**config.mk**
```make
export PLATFORM = sky130hd
export DESIGN_NAME = i2s_rx
export DESIGN_NICKNAME = d
export VERILOG_FILES = /design/src/rtl/i2s_rx.sv
export SDC_FILE = /design/constraint.sdc
export NUM_CORES = 1
export LEC_CHECK = 0
export CELL_PAD_IN_SITES_DETAIL_PLACEMENT = 2
export CELL_PAD_IN_SITES_GLOBAL_PLACEMENT = 2
export CORE_MARGIN = 10
export CORE_UTILIZATION = 30
export CTS_CLUSTER_SIZE = 25
export DETAILED_ROUTE_END_ITERATION = 10
export GPL_ROUTABILITY_DRIVEN = 0
export GPL_TIMING_DRIVEN = 1
export PLACE_DENSITY = 0.78
export SLEW_MARGIN = 10
export SYNTH_ARGS = -nofsm -noshare
export SYNTH_HDL_FRONTEND = slang
export SYNTH_SLANG_ARGS = --single-unit
```
**constraint.sdc**
```tcl
create_clock -name aud_mclk -period 4.2 [get_ports aud_mclk]
set_clock_uncertainty 0.15 [all_clocks]
set_input_delay 0.63 -clock aud_mclk [delete_from_list [all_inputs] [get_ports aud_mclk]]
set_output_delay 0.63 -clock aud_mclk [all_outputs]
set_load 0.02 [all_outputs]
```
**src/rtl/i2s_rx.sv**
```systemverilog
// -----------------------------------------------------------------------------
// i2s_rx : I2S master receiver with an AXI-Stream sample output.
//
// The block generates the I2S bit clock (sclk_out) and word select
// (lrclk_out) from aud_mclk. It captures AUD_WIDTH bits MSB first, one sclk
// after each word-select change. Each completed sample is presented on a
// single-entry AXI-Stream output register.
//
// Ports
//   aud_mclk           in   master clock, all logic on its rising edge
//   aud_mresetn        in   asynchronous active-low reset
//   i2s_en             in   receiver enable; low parks the I2S bus and clears
//                           the framing state
//   sclk_out           out  I2S bit clock, MCLK/SCLK = 2*SCLK_DIVIDER_VALUE
//   lrclk_out          out  word select, 0 = left, 1 = right
//   sdata_in           in   serial data, already synchronous to aud_mclk
//   m_axis_aud_tdata   out  sample placed at bits [AUD_WIDTH+3:4], rest zero
//   m_axis_aud_tid     out  channel id, 0 = left, 1 = right
//   m_axis_aud_tvalid  out  AXI-Stream valid
//   m_axis_aud_tready  in   AXI-Stream ready
//   ovf_pulse          out  one-cycle pulse when a completed sample is dropped
//
// AUD_WIDTH must be between 2 and 31. AUD_WIDTH+4 must not exceed
// AXI_STREAM_DATA_WIDTH.
// -----------------------------------------------------------------------------
module i2s_rx #(
   parameter int AUD_WIDTH             = 24,
   parameter int AXI_STREAM_DATA_WIDTH = 32,
   parameter int AXI_STREAM_TID_WIDTH  = 3,
   parameter int SCLK_DIVIDER_VALUE    = 6
) (
   input  logic                             aud_mclk,
   input  logic                             aud_mresetn,
   input  logic                             i2s_en,
   output logic                             sclk_out,
   output logic                             lrclk_out,
   input  logic                             sdata_in,
   output logic [AXI_STREAM_DATA_WIDTH-1:0] m_axis_aud_tdata,
   output logic [AXI_STREAM_TID_WIDTH-1:0]  m_axis_aud_tid,
   output logic                             m_axis_aud_tvalid,
   input  logic                             m_axis_aud_tready,
   output logic                             ovf_pulse
);

   localparam int DIV_W = (SCLK_DIVIDER_VALUE > 1) ? $clog2(SCLK_DIVIDER_VALUE) : 1;
   localparam logic [DIV_W-1:0] DIV_LAST  = DIV_W'(SCLK_DIVIDER_VALUE - 1);
   localparam logic [4:0]       LAST_SLOT = 5'(AUD_WIDTH);
   localparam int               LSB_POS   = 4;

   // framing state
   logic [DIV_W-1:0]     div_cnt_reg, div_cnt_next;
   logic                 sclk_reg, sclk_next;
   logic                 lrclk_reg, lrclk_next;
   logic [4:0]           bit_cnt_reg, bit_cnt_next;
   logic [AUD_WIDTH-1:0] shift_reg, shift_next;
   logic                 word_done_reg, word_done_next;
   logic                 word_ch_reg, word_ch_next;

   // output register
   logic [AXI_STREAM_DATA_WIDTH-1:0] tdata_reg, tdata_next;
   logic [AXI_STREAM_TID_WIDTH-1:0]  tid_reg, tid_next;
   logic                             tvalid_reg, tvalid_next;
   logic                             ovf_reg, ovf_next;

   logic                             div_tick;
   logic                             sclk_rise;
   logic                             sclk_fall;
   logic                             capture;
   logic [AXI_STREAM_DATA_WIDTH-1:0] sample_word;

   assign div_tick  = (div_cnt_reg == DIV_LAST);
   assign sclk_rise = i2s_en && div_tick && !sclk_reg;
   assign sclk_fall = i2s_en && div_tick &&  sclk_reg;
   // Slot 0 of each half-frame is the I2S one-bit delay; slots above
   // AUD_WIDTH are padding.
   assign capture   = sclk_rise && (bit_cnt_reg != 5'd0) && (bit_cnt_reg <= LAST_SLOT);

   // Place the captured sample at bit 4 upward; every other bit is zero.
   generate
      for (genvar gi = 0; gi < AXI_STREAM_DATA_WIDTH; gi++) begin : g_place
         if (gi >= LSB_POS && gi < LSB_POS + AUD_WIDTH) begin : g_aud
            assign sample_word[gi] = shift_reg[gi - LSB_POS];
         end else begin : g_zero
            assign sample_word[gi] = 1'b0;
         end
      end
   endgenerate

   // Framing: clock divider, bit clock, word select and shift register.
   always_comb begin
      div_cnt_next   = div_cnt_reg;
      sclk_next      = sclk_reg;
      lrclk_next     = lrclk_reg;
      bit_cnt_next   = bit_cnt_reg;
      shift_next     = shift_reg;
      word_ch_next   = word_ch_reg;
      // A word completes on the rise that samples its LSB. A completed
      // word is loaded on the next cycle even if the enable drops meanwhile.
      word_done_next = capture && (bit_cnt_reg == LAST_SLOT);

      if (!i2s_en) begin
         div_cnt_next = '0;
         sclk_next    = 1'b0;
         lrclk_next   = 1'b0;
         bit_cnt_next = '0;
         shift_next   = '0;
      end else begin
         if (div_tick) begin
            div_cnt_next = '0;
            sclk_next    = ~sclk_reg;
         end else begin
            div_cnt_next = div_cnt_reg + DIV_W'(1);
         end

         // The bit counter wraps naturally from 31 to 0. The word select
         // changes on that same falling edge.
         if (sclk_fall) begin
            bit_cnt_next = bit_cnt_reg + 5'd1;
            if (bit_cnt_reg == 5'd31) begin
               lrclk_next = ~lrclk_reg;
            end
         end

         if (capture) begin
            shift_next   = {shift_reg[AUD_WIDTH-2:0], sdata_in};
            word_ch_next = lrclk_reg;
         end
      end
   end

   // Output register. A held word has priority over a newly completed one
   // unless it is being accepted in the same cycle.
   always_comb begin
      tdata_next  = tdata_reg;
      tid_next    = tid_reg;
      tvalid_next = tvalid_reg;
      ovf_next    = 1'b0;

      if (word_done_reg) begin
         if (tvalid_reg && !m_axis_aud_tready) begin
            ovf_next = 1'b1;
         end else begin
            tdata_next  = sample_word;
            tid_next    = AXI_STREAM_TID_WIDTH'(word_ch_reg);
            tvalid_next = 1'b1;
         end
      end else if (tvalid_reg && m_axis_aud_tready) begin
         tvalid_next = 1'b0;
      end
   end

   always_ff @(posedge aud_mclk or negedge aud_mresetn) begin
      if (!aud_mresetn) begin
         div_cnt_reg   <= '0;
         sclk_reg      <= 1'b0;
         lrclk_reg     <= 1'b0;
         bit_cnt_reg   <= '0;
         shift_reg     <= '0;
         word_done_reg <= 1'b0;
         word_ch_reg   <= 1'b0;
         tdata_reg     <= '0;
         tid_reg       <= '0;
         tvalid_reg    <= 1'b0;
         ovf_reg       <= 1'b0;
      end else begin
         div_cnt_reg   <= div_cnt_next;
         sclk_reg      <= sclk_next;
         lrclk_reg     <= lrclk_next;
         bit_cnt_reg   <= bit_cnt_next;
         shift_reg     <= shift_next;
         word_done_reg <= word_done_next;
         word_ch_reg   <= word_ch_next;
         tdata_reg     <= tdata_next;
         tid_reg       <= tid_next;
         tvalid_reg    <= tvalid_next;
         ovf_reg       <= ovf_next;
      end
   end

   assign sclk_out          = sclk_reg;
   assign lrclk_out         = lrclk_reg;
   assign m_axis_aud_tdata  = tdata_reg;
   assign m_axis_aud_tid    = tid_reg;
   assign m_axis_aud_tvalid = tvalid_reg;
   assign ovf_pulse         = ovf_reg;

endmodule
```
==> out/results.ini <==
[global_routing]
overflow = 0
grt_use_total_pct = 9.94
grt_pass1_wl_mm = 10.3
grt_pass1_vias = 2027
grt_max_degree = 37
antenna_found_initial = 0

[setup_path]
r2r_setup_slack_ps = 1790
start_kind = input port
setup.worst_path.start = m_axis_aud_tready
critPathArrivalTime_ps = 2600
worst-setup-path-type = input port to flip-flop
reg2reg_from = bit_cnt_reg[0]
rr_worst_depth = 5
r2r-end = word_ch_reg
worstPathMaxFanout = 25
cp-end-kind = flip-flop
required_ps = 4260

[cells_and_area]
final_util_pct = 36.4
fill_cells = 956
area_growth_pct = 19.1
antennaDiodeCount = 0
mostFrequentLayoutCell = dfrtp_1
drive_gt1_share_pct = 6.99
final_cell_mix = dfrtp_1 (63), nand2_1 (33), clkdlybuf4s50_1 (32), inv_1 (28), mux2i_1 (27)
final_nets = 275

[die]
die-area_um2 = 13600
core_area_um2 = 9150
dieHeight_um = 117
pin_count = 44
start_util_pct = 30.5
die_x_um = 117
fp-row-count = 35

[placement]
numPortBuffers = 33
place_ws_ps = 1300
dp_hpwl_mm = 4.13

[cts]
htreeDepth = 3
post-cts-setup-buffers = 0
cts_root_buf = clkbuf_8
postCtsResizedCells = 0
cts_made_buffers = 9
clk_path_buf_depth = 2
cts_tree = done
clock_latency_ps = 340
clk_pin_slew_ps = 60
holdBufCountCts = 0
clock-sinks = 63

[logic_synthesis]
ys_warn_count = 0
synth_cell_types = 31
synth.cell_area_um2 = 2800
ys_seq_area_share_pct = 56.4
synthCells = 232
syn_avg_cell_area_um2 = 12.0
ys_ff_latch = 63

[run_status]
outcome = completed

[sta]
setup_viol = 0
fmax_mhz = 394
finalCritPeriodShare_pct = 60.4
slew_headroom_pct = 18.4
whs_ps = 239
layout_setup_ws_ps = 1660
tightest_slew_ps = 1220
fin_tns_setup_ps = 0
finalHoldViolCount = 0
layout_min_cycle_time_ps = 2540
rsz0062_at_grt = false
final_max_slew_viol_count = 0

[route]
routed_wl_mm = 6.05
vias = 1726
avgRoutedWirePerCell_um = 15.8
drc = 0
drt_iter0_drc = 57
via_per_inst = 4.51
ant_nets = 0
dr.pass1.iters = 4

[min_path]
hold_class = input port to async pin

[power]
power_mw = 1.12
powerDensity_nw_per_um2 = 335
leakagePower_nw = 1.70
peakVddDrop_mv = 0.181

[job]
cap_violations = 0

-- cells by family after synthesis --
| family | count (synthesis) | synth area share, % |
|---|---|---|
| DFF | 63 | 56.4 |
| buffers and inverters | 48 | 9.13 |
| other | 1 | 0.134 |
| and+or+nand+nor | 56 | 9.89 |
| xor gates and xnor gates | 2 | 0.627 |
| adders and majority gates | 3 | 1.34 |
| muxes | 53 | 20.3 |
| AOI/OAI and AO/OA | 6 | 2.19 |
-- layer usage --
| metal | global-route usage, % | share of wire [%] | vias to the layer above |
|---|---|---|---|
| li1 | - | - | 798 |
| met1 | 10.1 | 39 | 891 |
| met2 | 17.3 | 54 | 31 |
| met3 | 4.42 | 6.0 | 6 |
| met4 | 4.34 | 1.2 | 0 |
| met5 | 0 | 0 | - |
-- synthesized netlist by cell type --
| cell type | instances | area share [%] |
|---|---|---|
| conb_1 | 1 | 0.13 |
| ha_1 | 3 | 1.3 |
| nor2b_1 | 3 | 0.67 |
| mux2_4 | 1 | 0.54 |
| and2b_2 | 1 | 0.31 |
| buf_2 | 4 | 0.72 |
| nor4_1 | 1 | 0.22 |
| nor2_1 | 1 | 0.13 |
| o21a_1 | 1 | 0.27 |
| o21ai_1 | 1 | 0.18 |
| dfrtp_1 | 63 | 56 |
| nand4b_1 | 1 | 0.31 |
| o2111ai_4 | 1 | 0.94 |
| xor2_1 | 1 | 0.31 |
| nor3b_1 | 1 | 0.27 |
| nand3_1 | 5 | 0.90 |
| or4b_4 | 1 | 0.49 |
| or3_1 | 1 | 0.22 |
| and3_2 | 1 | 0.27 |
| and3b_1 | 1 | 0.31 |
| buf_4 | 10 | 2.7 |
| inv_1 | 28 | 3.8 |
| nand2_1 | 33 | 4.4 |
| xnor2_1 | 1 | 0.31 |
| a21boi_1 | 3 | 0.81 |
| and2_1 | 3 | 0.67 |
| mux2i_1 | 27 | 9.7 |
| nand2b_1 | 3 | 0.67 |
| buf_12 | 2 | 1.4 |
| mux2_1 | 25 | 10 |
| clkbuf_1 | 4 | 0.54 |
-- cell type report --
class | instances | area, µm² | share of cell area, %
multi-input combinational | 130 | 997 | 30.0
timing repair buffer | 35 | 340 | 10.2
sequential | 63 | 1580 | 47.4
inverter | 28 | 105 | 3.16
clock buffer | 16 | 170 | 5.11
tap | 111 | 139 | 4.17
-- worst max path at each step --
stage               cells after the start                    to  slack [ps]
CTS                                     4  m_axis_aud_tdata[17]        1640
detailed placement                      4  m_axis_aud_tdata[17]        1300
global route                            4  m_axis_aud_tdata[20]        1580
floorplan                               4           word_ch_reg        2290
global placement                        4   m_axis_aud_tdata[8]        1380
finish                                  4  m_axis_aud_tdata[17]        1660
-- stage by stage --
step | area (µm²) | instances
3_3_place_gp | 3160 | 367
3_5_place_dp | 3160 | 367
4_1_cts | 3330 | 383
2_1_floorplan | 2830 | 241
5_1_grt | 3330 | 383
6_report | 3330 | 383
-- power breakdown --
part | internal [mW] | total [mW] | switching, mW
registers | 0.609 | 0.611 | 0.00274
clock network | 0.248 | 0.468 | 0.220
logic | 0.00845 | 0.0366 | 0.0281
total | 0.865 | 1.12 | 0.251
-- worst max-delay path, stage by stage --
cell,delay [ps]
clkdlybuf4s50_1,450
nand2b_1,160
nand2_1,720
mux2_1,620
(Power assumes the default switching activity.)
